### config.mk
export PLATFORM = sky130hd
export DESIGN_NAME = sparse_coo_scheduler_flat
export DESIGN_NICKNAME = d
export VERILOG_FILES = /design/src/rtl/sparse_coo_scheduler_if.sv /design/src/rtl/sparse_coo_scheduler.sv /design/src/flat_wrapper.sv
export SDC_FILE = /design/constraint.sdc
export NUM_CORES = 1
export LEC_CHECK = 0
export BUFFER_PORTS_ARGS = -buffer_cell sky130_fd_sc_hd__buf_2
export CORE_UTILIZATION = 40
export CTS_CLUSTER_DIAMETER = 60
export DETAILED_ROUTE_END_ITERATION = 10
export PLACE_DENSITY_LB_ADDON = 0.05
export REMOVE_ABC_BUFFERS = 1
export SKIP_LAST_GASP = 1
export SYNTH_ARGS = -nofsm -noshare
export SYNTH_HDL_FRONTEND = slang
export SYNTH_SLANG_ARGS = --single-unit
### constraint.sdc
create_clock -name clk -period 6.9 [get_ports clk]
set_clock_uncertainty 0.1 [all_clocks]
set_input_delay 0.345 -clock clk [delete_from_list [all_inputs] [get_ports clk]]
set_output_delay 0.345 -clock clk [all_outputs]
set_load 0.005 [all_outputs]
### src/rtl/sparse_coo_scheduler_if.sv
// Load port and MAC request channel of the sparse COO scheduler.
// master = scheduler side (accepts table writes, issues MAC requests); slave = environment side.
interface sparse_coo_scheduler_if #(
   parameter int unsigned NNZ    = 32,
   parameter int unsigned DIM    = 8,
   parameter int unsigned DATA_W = 8
);
   localparam int unsigned IW = $clog2(NNZ);
   localparam int unsigned RW = $clog2(DIM);

   logic              ld_valid;
   logic              ld_ready;
   logic              ld_sel;
   logic [IW-1:0]     ld_addr;
   logic [DATA_W-1:0] ld_data;
   logic [RW-1:0]     ld_row;
   logic [RW-1:0]     ld_col;
   logic              ld_en;

   logic              mac_valid;
   logic              mac_ready;
   logic [RW-1:0]     mac_row;
   logic [RW-1:0]     mac_col;
   logic [DATA_W-1:0] mac_a;
   logic [DATA_W-1:0] mac_b;

   modport master (
      input  ld_valid, ld_sel, ld_addr, ld_data, ld_row, ld_col, ld_en, mac_ready,
      output ld_ready, mac_valid, mac_row, mac_col, mac_a, mac_b
   );

   modport slave (
      output ld_valid, ld_sel, ld_addr, ld_data, ld_row, ld_col, ld_en, mac_ready,
      input  ld_ready, mac_valid, mac_row, mac_col, mac_a, mac_b
   );
endinterface

### src/rtl/sparse_coo_scheduler.sv
// Walks the A x B COO tables and issues one MAC request per index-matched pair.
// Optional SPARSE_SCHED_ROW_SKIP_EN: skip the inner loop for an invalid A entry in one cycle.
module sparse_coo_scheduler #(
   parameter int unsigned NNZ    = 32,
   parameter int unsigned DIM    = 8,
   parameter int unsigned DATA_W = 8
) (
   input  logic                         clk,
   input  logic                         rst,
   input  logic                         start,
   output logic                         busy,
   output logic                         done,
   output logic                         acc_clr,
   output logic [$clog2(NNZ*NNZ+1)-1:0] pair_count,
   sparse_coo_scheduler_if.master       bus
);
   localparam int unsigned IW = $clog2(NNZ);
   localparam int unsigned RW = $clog2(DIM);
   localparam int unsigned CW = $clog2(NNZ*NNZ+1);
   localparam logic [IW-1:0] LAST_IDX = IW'(NNZ-1);

   localparam logic [2:0] S_IDLE  = 3'd0;
   localparam logic [2:0] S_CLEAR = 3'd1;
   localparam logic [2:0] S_SCAN  = 3'd2;
   localparam logic [2:0] S_ISSUE = 3'd3;
   localparam logic [2:0] S_DONE  = 3'd4;

   logic [2:0]        state_q, state_d;
   logic [IW-1:0]     ia_q, ia_d, ib_q, ib_d;
   logic [CW-1:0]     pair_count_q, pair_count_d;
   logic [RW-1:0]     mac_row_q, mac_row_d, mac_col_q, mac_col_d;
   logic [DATA_W-1:0] mac_a_q, mac_a_d, mac_b_q, mac_b_d;
   logic              busy_q, busy_d, done_q, done_d, acc_clr_q, acc_clr_d;
   logic              mac_valid_q, mac_valid_d, ld_ready_q, ld_ready_d;
   logic [NNZ-1:0]    a_vld_q, a_vld_d, b_vld_q, b_vld_d;

   logic [DATA_W-1:0] a_val_q [NNZ];
   logic [RW-1:0]     a_row_q [NNZ];
   logic [RW-1:0]     a_col_q [NNZ];
   logic [DATA_W-1:0] b_val_q [NNZ];
   logic [RW-1:0]     b_row_q [NNZ];
   logic [RW-1:0]     b_col_q [NNZ];

   logic              ld_we_c, match_c, skip_row_c, ib_wrap_c, last_pair_c;
   logic [IW-1:0]     adv_ia_c, adv_ib_c;

   assign ld_we_c     = bus.ld_valid && ld_ready_q;
   assign match_c     = a_vld_q[ia_q] && b_vld_q[ib_q] && (b_row_q[ib_q] == a_col_q[ia_q]);
   assign ib_wrap_c   = (ib_q == LAST_IDX);
   assign last_pair_c = ib_wrap_c && (ia_q == LAST_IDX);
   assign adv_ib_c    = ib_q + IW'(1);
   assign adv_ia_c    = ib_wrap_c ? ia_q + IW'(1) : ia_q;

`ifdef SPARSE_SCHED_ROW_SKIP_EN
   assign skip_row_c  = !a_vld_q[ia_q];
`else
   assign skip_row_c  = 1'b0;
`endif

   // Table storage: payload fields are not reset, only the valid bits are
   always_ff @(posedge clk) begin
      if (ld_we_c) begin
         if (bus.ld_sel) begin
            b_val_q[bus.ld_addr] <= bus.ld_data;
            b_row_q[bus.ld_addr] <= bus.ld_row;
            b_col_q[bus.ld_addr] <= bus.ld_col;
         end else begin
            a_val_q[bus.ld_addr] <= bus.ld_data;
            a_row_q[bus.ld_addr] <= bus.ld_row;
            a_col_q[bus.ld_addr] <= bus.ld_col;
         end
      end
   end

   // Next-state, counters, payload capture and registered output decode
   always_comb begin
      state_d      = state_q;
      ia_d         = ia_q;
      ib_d         = ib_q;
      pair_count_d = pair_count_q;
      mac_row_d    = mac_row_q;
      mac_col_d    = mac_col_q;
      mac_a_d      = mac_a_q;
      mac_b_d      = mac_b_q;
      a_vld_d      = a_vld_q;
      b_vld_d      = b_vld_q;

      if (ld_we_c) begin
         if (bus.ld_sel) b_vld_d[bus.ld_addr] = bus.ld_en;
         else            a_vld_d[bus.ld_addr] = bus.ld_en;
      end

      case (state_q)
         S_IDLE: begin
            if (start) begin
               state_d      = S_CLEAR;
               pair_count_d = '0;
               ia_d         = '0;
               ib_d         = '0;
            end
         end
         S_CLEAR: state_d = S_SCAN;
         S_SCAN: begin
            if (match_c) begin
               mac_row_d = a_row_q[ia_q];
               mac_col_d = b_col_q[ib_q];
               mac_a_d   = a_val_q[ia_q];
               mac_b_d   = b_val_q[ib_q];
               state_d   = S_ISSUE;
            end else if (skip_row_c) begin
               ib_d    = '0;
               ia_d    = ia_q + IW'(1);
               state_d = (ia_q == LAST_IDX) ? S_DONE : S_SCAN;
            end else begin
               ib_d    = adv_ib_c;
               ia_d    = adv_ia_c;
               state_d = last_pair_c ? S_DONE : S_SCAN;
            end
         end
         S_ISSUE: begin
            if (bus.mac_ready) begin
               pair_count_d = pair_count_q + CW'(1);
               ib_d         = adv_ib_c;
               ia_d         = adv_ia_c;
               state_d      = last_pair_c ? S_DONE : S_SCAN;
            end
         end
         S_DONE:  state_d = S_IDLE;
         default: state_d = S_IDLE;
      endcase

      busy_d      = (state_d == S_CLEAR) || (state_d == S_SCAN) || (state_d == S_ISSUE);
      done_d      = (state_d == S_DONE);
      acc_clr_d   = (state_d == S_CLEAR);
      mac_valid_d = (state_d == S_ISSUE);
      ld_ready_d  = (state_d == S_IDLE);
   end

   always_ff @(posedge clk) begin
      if (rst) begin
         state_q      <= S_IDLE;
         ia_q         <= '0;
         ib_q         <= '0;
         pair_count_q <= '0;
         mac_row_q    <= '0;
         mac_col_q    <= '0;
         mac_a_q      <= '0;
         mac_b_q      <= '0;
         a_vld_q      <= '0;
         b_vld_q      <= '0;
         busy_q       <= 1'b0;
         done_q       <= 1'b0;
         acc_clr_q    <= 1'b0;
         mac_valid_q  <= 1'b0;
         ld_ready_q   <= 1'b1;
      end else begin
         state_q      <= state_d;
         ia_q         <= ia_d;
         ib_q         <= ib_d;
         pair_count_q <= pair_count_d;
         mac_row_q    <= mac_row_d;
         mac_col_q    <= mac_col_d;
         mac_a_q      <= mac_a_d;
         mac_b_q      <= mac_b_d;
         a_vld_q      <= a_vld_d;
         b_vld_q      <= b_vld_d;
         busy_q       <= busy_d;
         done_q       <= done_d;
         acc_clr_q    <= acc_clr_d;
         mac_valid_q  <= mac_valid_d;
         ld_ready_q   <= ld_ready_d;
      end
   end

   assign busy          = busy_q;
   assign done          = done_q;
   assign acc_clr       = acc_clr_q;
   assign pair_count    = pair_count_q;
   assign bus.ld_ready  = ld_ready_q;
   assign bus.mac_valid = mac_valid_q;
   assign bus.mac_row   = mac_row_q;
   assign bus.mac_col   = mac_col_q;
   assign bus.mac_a     = mac_a_q;
   assign bus.mac_b     = mac_b_q;
endmodule

### src/flat_wrapper.sv
// flat-port wrapper written by rule: the top's interface ports become plain ports
module sparse_coo_scheduler_flat 
#(
   parameter int unsigned NNZ    = 32,
   parameter int unsigned DIM    = 8,
   parameter int unsigned DATA_W = 8
)
  (clk, rst, start, busy, done, acc_clr, pair_count, bus_ld_valid, bus_ld_sel, bus_ld_addr, bus_ld_data, bus_ld_row, bus_ld_col, bus_ld_en, bus_mac_ready, bus_ld_ready, bus_mac_valid, bus_mac_row, bus_mac_col, bus_mac_a, bus_mac_b);
  sparse_coo_scheduler_if #(.NNZ(NNZ), .DIM(DIM), .DATA_W(DATA_W)) bus_i ();
  input  logic clk;
  input  logic rst;
  input  logic start;
  output logic busy;
  output logic done;
  output logic acc_clr;
  output logic [$clog2(NNZ*NNZ+1)-1:0] pair_count;
  input wire logic [$bits(bus_i.ld_valid)-1:0] bus_ld_valid;
  input wire logic [$bits(bus_i.ld_sel)-1:0] bus_ld_sel;
  input wire logic [$bits(bus_i.ld_addr)-1:0] bus_ld_addr;
  input wire logic [$bits(bus_i.ld_data)-1:0] bus_ld_data;
  input wire logic [$bits(bus_i.ld_row)-1:0] bus_ld_row;
  input wire logic [$bits(bus_i.ld_col)-1:0] bus_ld_col;
  input wire logic [$bits(bus_i.ld_en)-1:0] bus_ld_en;
  input wire logic [$bits(bus_i.mac_ready)-1:0] bus_mac_ready;
  output wire logic [$bits(bus_i.ld_ready)-1:0] bus_ld_ready;
  output wire logic [$bits(bus_i.mac_valid)-1:0] bus_mac_valid;
  output wire logic [$bits(bus_i.mac_row)-1:0] bus_mac_row;
  output wire logic [$bits(bus_i.mac_col)-1:0] bus_mac_col;
  output wire logic [$bits(bus_i.mac_a)-1:0] bus_mac_a;
  output wire logic [$bits(bus_i.mac_b)-1:0] bus_mac_b;
  assign bus_i.ld_valid = bus_ld_valid;
  assign bus_i.ld_sel = bus_ld_sel;
  assign bus_i.ld_addr = bus_ld_addr;
  assign bus_i.ld_data = bus_ld_data;
  assign bus_i.ld_row = bus_ld_row;
  assign bus_i.ld_col = bus_ld_col;
  assign bus_i.ld_en = bus_ld_en;
  assign bus_i.mac_ready = bus_mac_ready;
  assign bus_ld_ready = bus_i.ld_ready;
  assign bus_mac_valid = bus_i.mac_valid;
  assign bus_mac_row = bus_i.mac_row;
  assign bus_mac_col = bus_i.mac_col;
  assign bus_mac_a = bus_i.mac_a;
  assign bus_mac_b = bus_i.mac_b;
  sparse_coo_scheduler #(.NNZ(NNZ), .DIM(DIM), .DATA_W(DATA_W)) u_core (.clk(clk), .rst(rst), .start(start), .busy(busy), .done(done), .acc_clr(acc_clr), .pair_count(pair_count), .bus(bus_i));
endmodule
==> flow_summary.toml <==
[run_status]
status = "finished clean"

[placement]
place.gp.congestion = 0.839
numPlacedInstances = 3450
dpl.hpwl_um = 58900
port_buffers = 63

[worst_setup_path]
worstPathRequired_ps = 7380
criticalPathCategory = "register to register"
cp.arrival_ps = 4950
path_buf_inv = 2
slowest_delay_ps = 810
crit_family = "compound AO/OA/AOI/OAI gates"
slowest_stage = "dfxtp_2"
critPathLaunchType = "register"
worstRegToRegCells = 11
reg2reg_setup_slack_ps = 2420
cp-end-kind = "register"
worst-path-max-fanout = 36
r2r-end = "u_core.ib_q[0]"
path_cells = "buf_4 -> mux2i_1 -> a22oi_1 -> nand2_1 -> o21ai_0 -> a211o_1 -> nand4_4 -> nor2b_4 -> buf_4 -> o21ai_0 -> a21oi_1"

[worst_hold_path]
hold_path.startpoint = "bus_ld_col[0]"
hold_path_class = "primary input to register"
hold_depth = 2
min_to = "u_core.b_col_q[24][0]"

[yosys]
synth_edf_count = 896
ys_seq_elements = 1021
yosysUniqueCellTypes = 62
synth.avg_cell_area_sq_um = 18.6
synth-async-reset-ratio = 0
synth_seq_area_share = 0.737
ys_warn_count = 0
netlist_instances = 2143
synth_ff_type = "edfxtp_1"
synth_area_sq_um = 39900

[timing]
hold_viol_final = 0
min_period_ps = 4480
setup_tns_ps = 0
holdWs_ps = 247
slew_headroom = 0.135
max_freq_mhz = 223
finalCritPeriodShare = 0.649
final_max_slew_viol_count = 0
rsz0062_at_grt = "false"
worstMarginPinSlew_ps = 1300
setup_violations = 0

[global_route]
overflow = 0
grt_pass1_vias = 20900
grtUsageTotal = 0.207
antenna_found_initial = 6
grt_first_pass_wirelength_um = 150000
grt_max_degree = 80

[floorplanning]
start_util = 0.405
die_w_um = 318
rows = 115
die_h_um = 318
fp.coreArea_sq_um = 98600
design.portCount = 64
die_area_sq_um = 101000

[cts]
clkLatencyLatePin_ps = 680
clockRootBuffer = "clkbuf_16"
cts_tree = "done"
max-clock-path-buffers = 3
cts_inserted_buffers = 112
path_clk_slew_ps = 60
postCtsSetupRepairBufs = 0
cts_max_level = 3
cts_sinks = 1021

[drt]
drt_iter0_drc = 1619
wl_um = 104000
vias = 20200
ant_nets = 0
viasPerCell = 5.52
first_pass_iters = 5
drc_errors = 0
routedWlPerCell_um = 28.4

[cells_and_area]
final_cells = 3666
final_cell_mix = "edfxtp_1, mux4_2, mux2i_1"
syn_to_final_growth_pct = 14.5
final_util = 0.464
final_common_cell = "edfxtp_1"
nFillCells = 8380
fin_nets = 2313
drive_gt1_frac = 0.253

[power]
power_w = 0.0132
powerDensity_nw_per_um2 = 288
p_leak_nw = 14.0
ir_drop_v = 0.000238

[run]
maxCapViolCount = 0
==> synthesized netlist by cell type, types with 2 or more instances <==
| cell | count | area (sq um) |
|---|---|---|
| buf_6 | 14 | 158 |
| a221oi_1 | 2 | 17.5 |
| nor2b_1 | 25 | 156 |
| and3_1 | 9 | 56.3 |
| nor4_1 | 2 | 12.5 |
| a31oi_1 | 8 | 50.1 |
| nor2_1 | 117 | 439 |
| a211oi_1 | 24 | 180 |
| a21oi_1 | 92 | 460 |
| buf_4 | 7 | 52.6 |
| inv_1 | 4 | 15.0 |
| a22oi_1 | 31 | 233 |
| nand3b_1 | 4 | 30.0 |
| a2111oi_2 | 2 | 30.0 |
| mux4_2 | 220 | 4950 |
| a22o_1 | 7 | 61.3 |
| ha_1 | 5 | 62.6 |
| buf_1 | 8 | 30.0 |
| buf_2 | 31 | 155 |
| nand2_1 | 111 | 417 |
| nand4_1 | 12 | 75.1 |
| nor4b_1 | 2 | 17.5 |
| a21o_1 | 2 | 15.0 |
| edfxtp_1 | 896 | 26900 |
| clkbuf_1 | 66 | 248 |
| nand2b_1 | 8 | 50.1 |
| or3_1 | 6 | 37.5 |
| o21ai_0 | 76 | 380 |
| dfxtp_1 | 125 | 2500 |
| mux2i_1 | 148 | 1480 |
| mux2_2 | 2 | 22.5 |
| a211o_1 | 4 | 35.0 |
| nand3_1 | 28 | 140 |
| o211ai_1 | 4 | 30.0 |
| and2_1 | 4 | 25.0 |
| xor2_1 | 6 | 52.6 |
| a2111oi_0 | 3 | 26.3 |
| a311oi_1 | 4 | 35.0 |
==> metrics by stage <==
stage               setup slack (ps)  area, sq um
finish                          2420        45700
global route                    2140        45700
CTS                             2480        45700
detailed placement              2500        41900
global placement                2590        41900
floorplan                        567        39200
==> worst reg2reg max path, cell delays in order (launching register included) <==
cell     delay (ps)
dfxtp_2         810
buf_4           550
mux2i_1         160
a22oi_1         210
nand2_1          90
o21ai_0         760
a211o_1         240
nand4_4         140
nor2b_4         440
buf_4           460
o21ai_0         190
a21oi_1         230
==> report_power, final <==
part / switching (W) / total (W) / leakage (nW) / internal [W]
Sequential: 0.0000363 / 0.00677 / 9.07 / 0.00674
Clock: 0.00242 / 0.00598 / 1.80 / 0.00356
Combinational: 0.000267 / 0.000400 / 3.15 / 0.000133
Total: 0.00272 / 0.0132 / 14.0 / 0.0104
==> area by class of cell <==
class	instances	area [sq um]	area share
Antenna cell	3	7.51	0.000164
Clock buffer	143	3050	0.0668
Clock inverter	65	644	0.0141
Inverter	5	18.8	0.000411
Multi-Input combinational cell	989	9910	0.217
Sequential cell	1021	29400	0.644
Tap cell	1287	1610	0.0352
Timing Repair Buffer	153	1020	0.0223
==> state kept, by name (all words and copies together) (netlist names), 11 cells and up, named ones only <==
| signal | count |
|---|---|
| u_core.b_vld_q | 32 |
| u_core.a_row_q | 96 |
| u_core.pair_count | 11 |
| u_core.a_val_q | 256 |
| u_core.b_col_q | 96 |
| u_core.b_row_q | 96 |
| u_core.a_col_q | 96 |
| u_core.b_val_q | 256 |
| u_core.a_vld_q | 32 |
==> repair_timing <==
action | 4_1_cts | 5_1_grt
gates resized for setup | 0 | 0
hold endpoints to repair | 31 | 0
hold buffers | 5 | 0
==> metal layers <==
metal | part of all wire | routed length [um] | track usage | vias to the layer above
li1 | - | - | - | 8958
met1 | 0.43 | 44400 | 0.271 | 10700
met2 | 0.50 | 52500 | 0.354 | 442
met3 | 0.040 | 4150 | 0.0306 | 153
met4 | 0.029 | 2990 | 0.0661 | 6
met5 | 0.00035 | 36 | 0 | -
==> worst max path at each step <==
stage,cells past startpoint,end,from
6_report,11,u_core.ib_q[0],register
5_1_grt,11,u_core.ib_q[0],register
4_1_cts,11,register,register
3_5_place_dp,11,u_core.ib_q[0],register
3_3_place_gp,11,u_core.ib_q[0],register
2_1_floorplan,9,register,u_core.ia_q[0]
==> cell families after synthesis <==
family | Yosys count | share of synthesized area
fa+ha+maj | 5 | 0.00157
flops | 1021 | 0.737
simple gates | 340 | 0.0395
compound gates | 267 | 0.0409
mux | 371 | 0.162
buf+inv | 133 | 0.0175
xor+xnor | 6 | 0.00132
(Power assumes the default switching activity.)
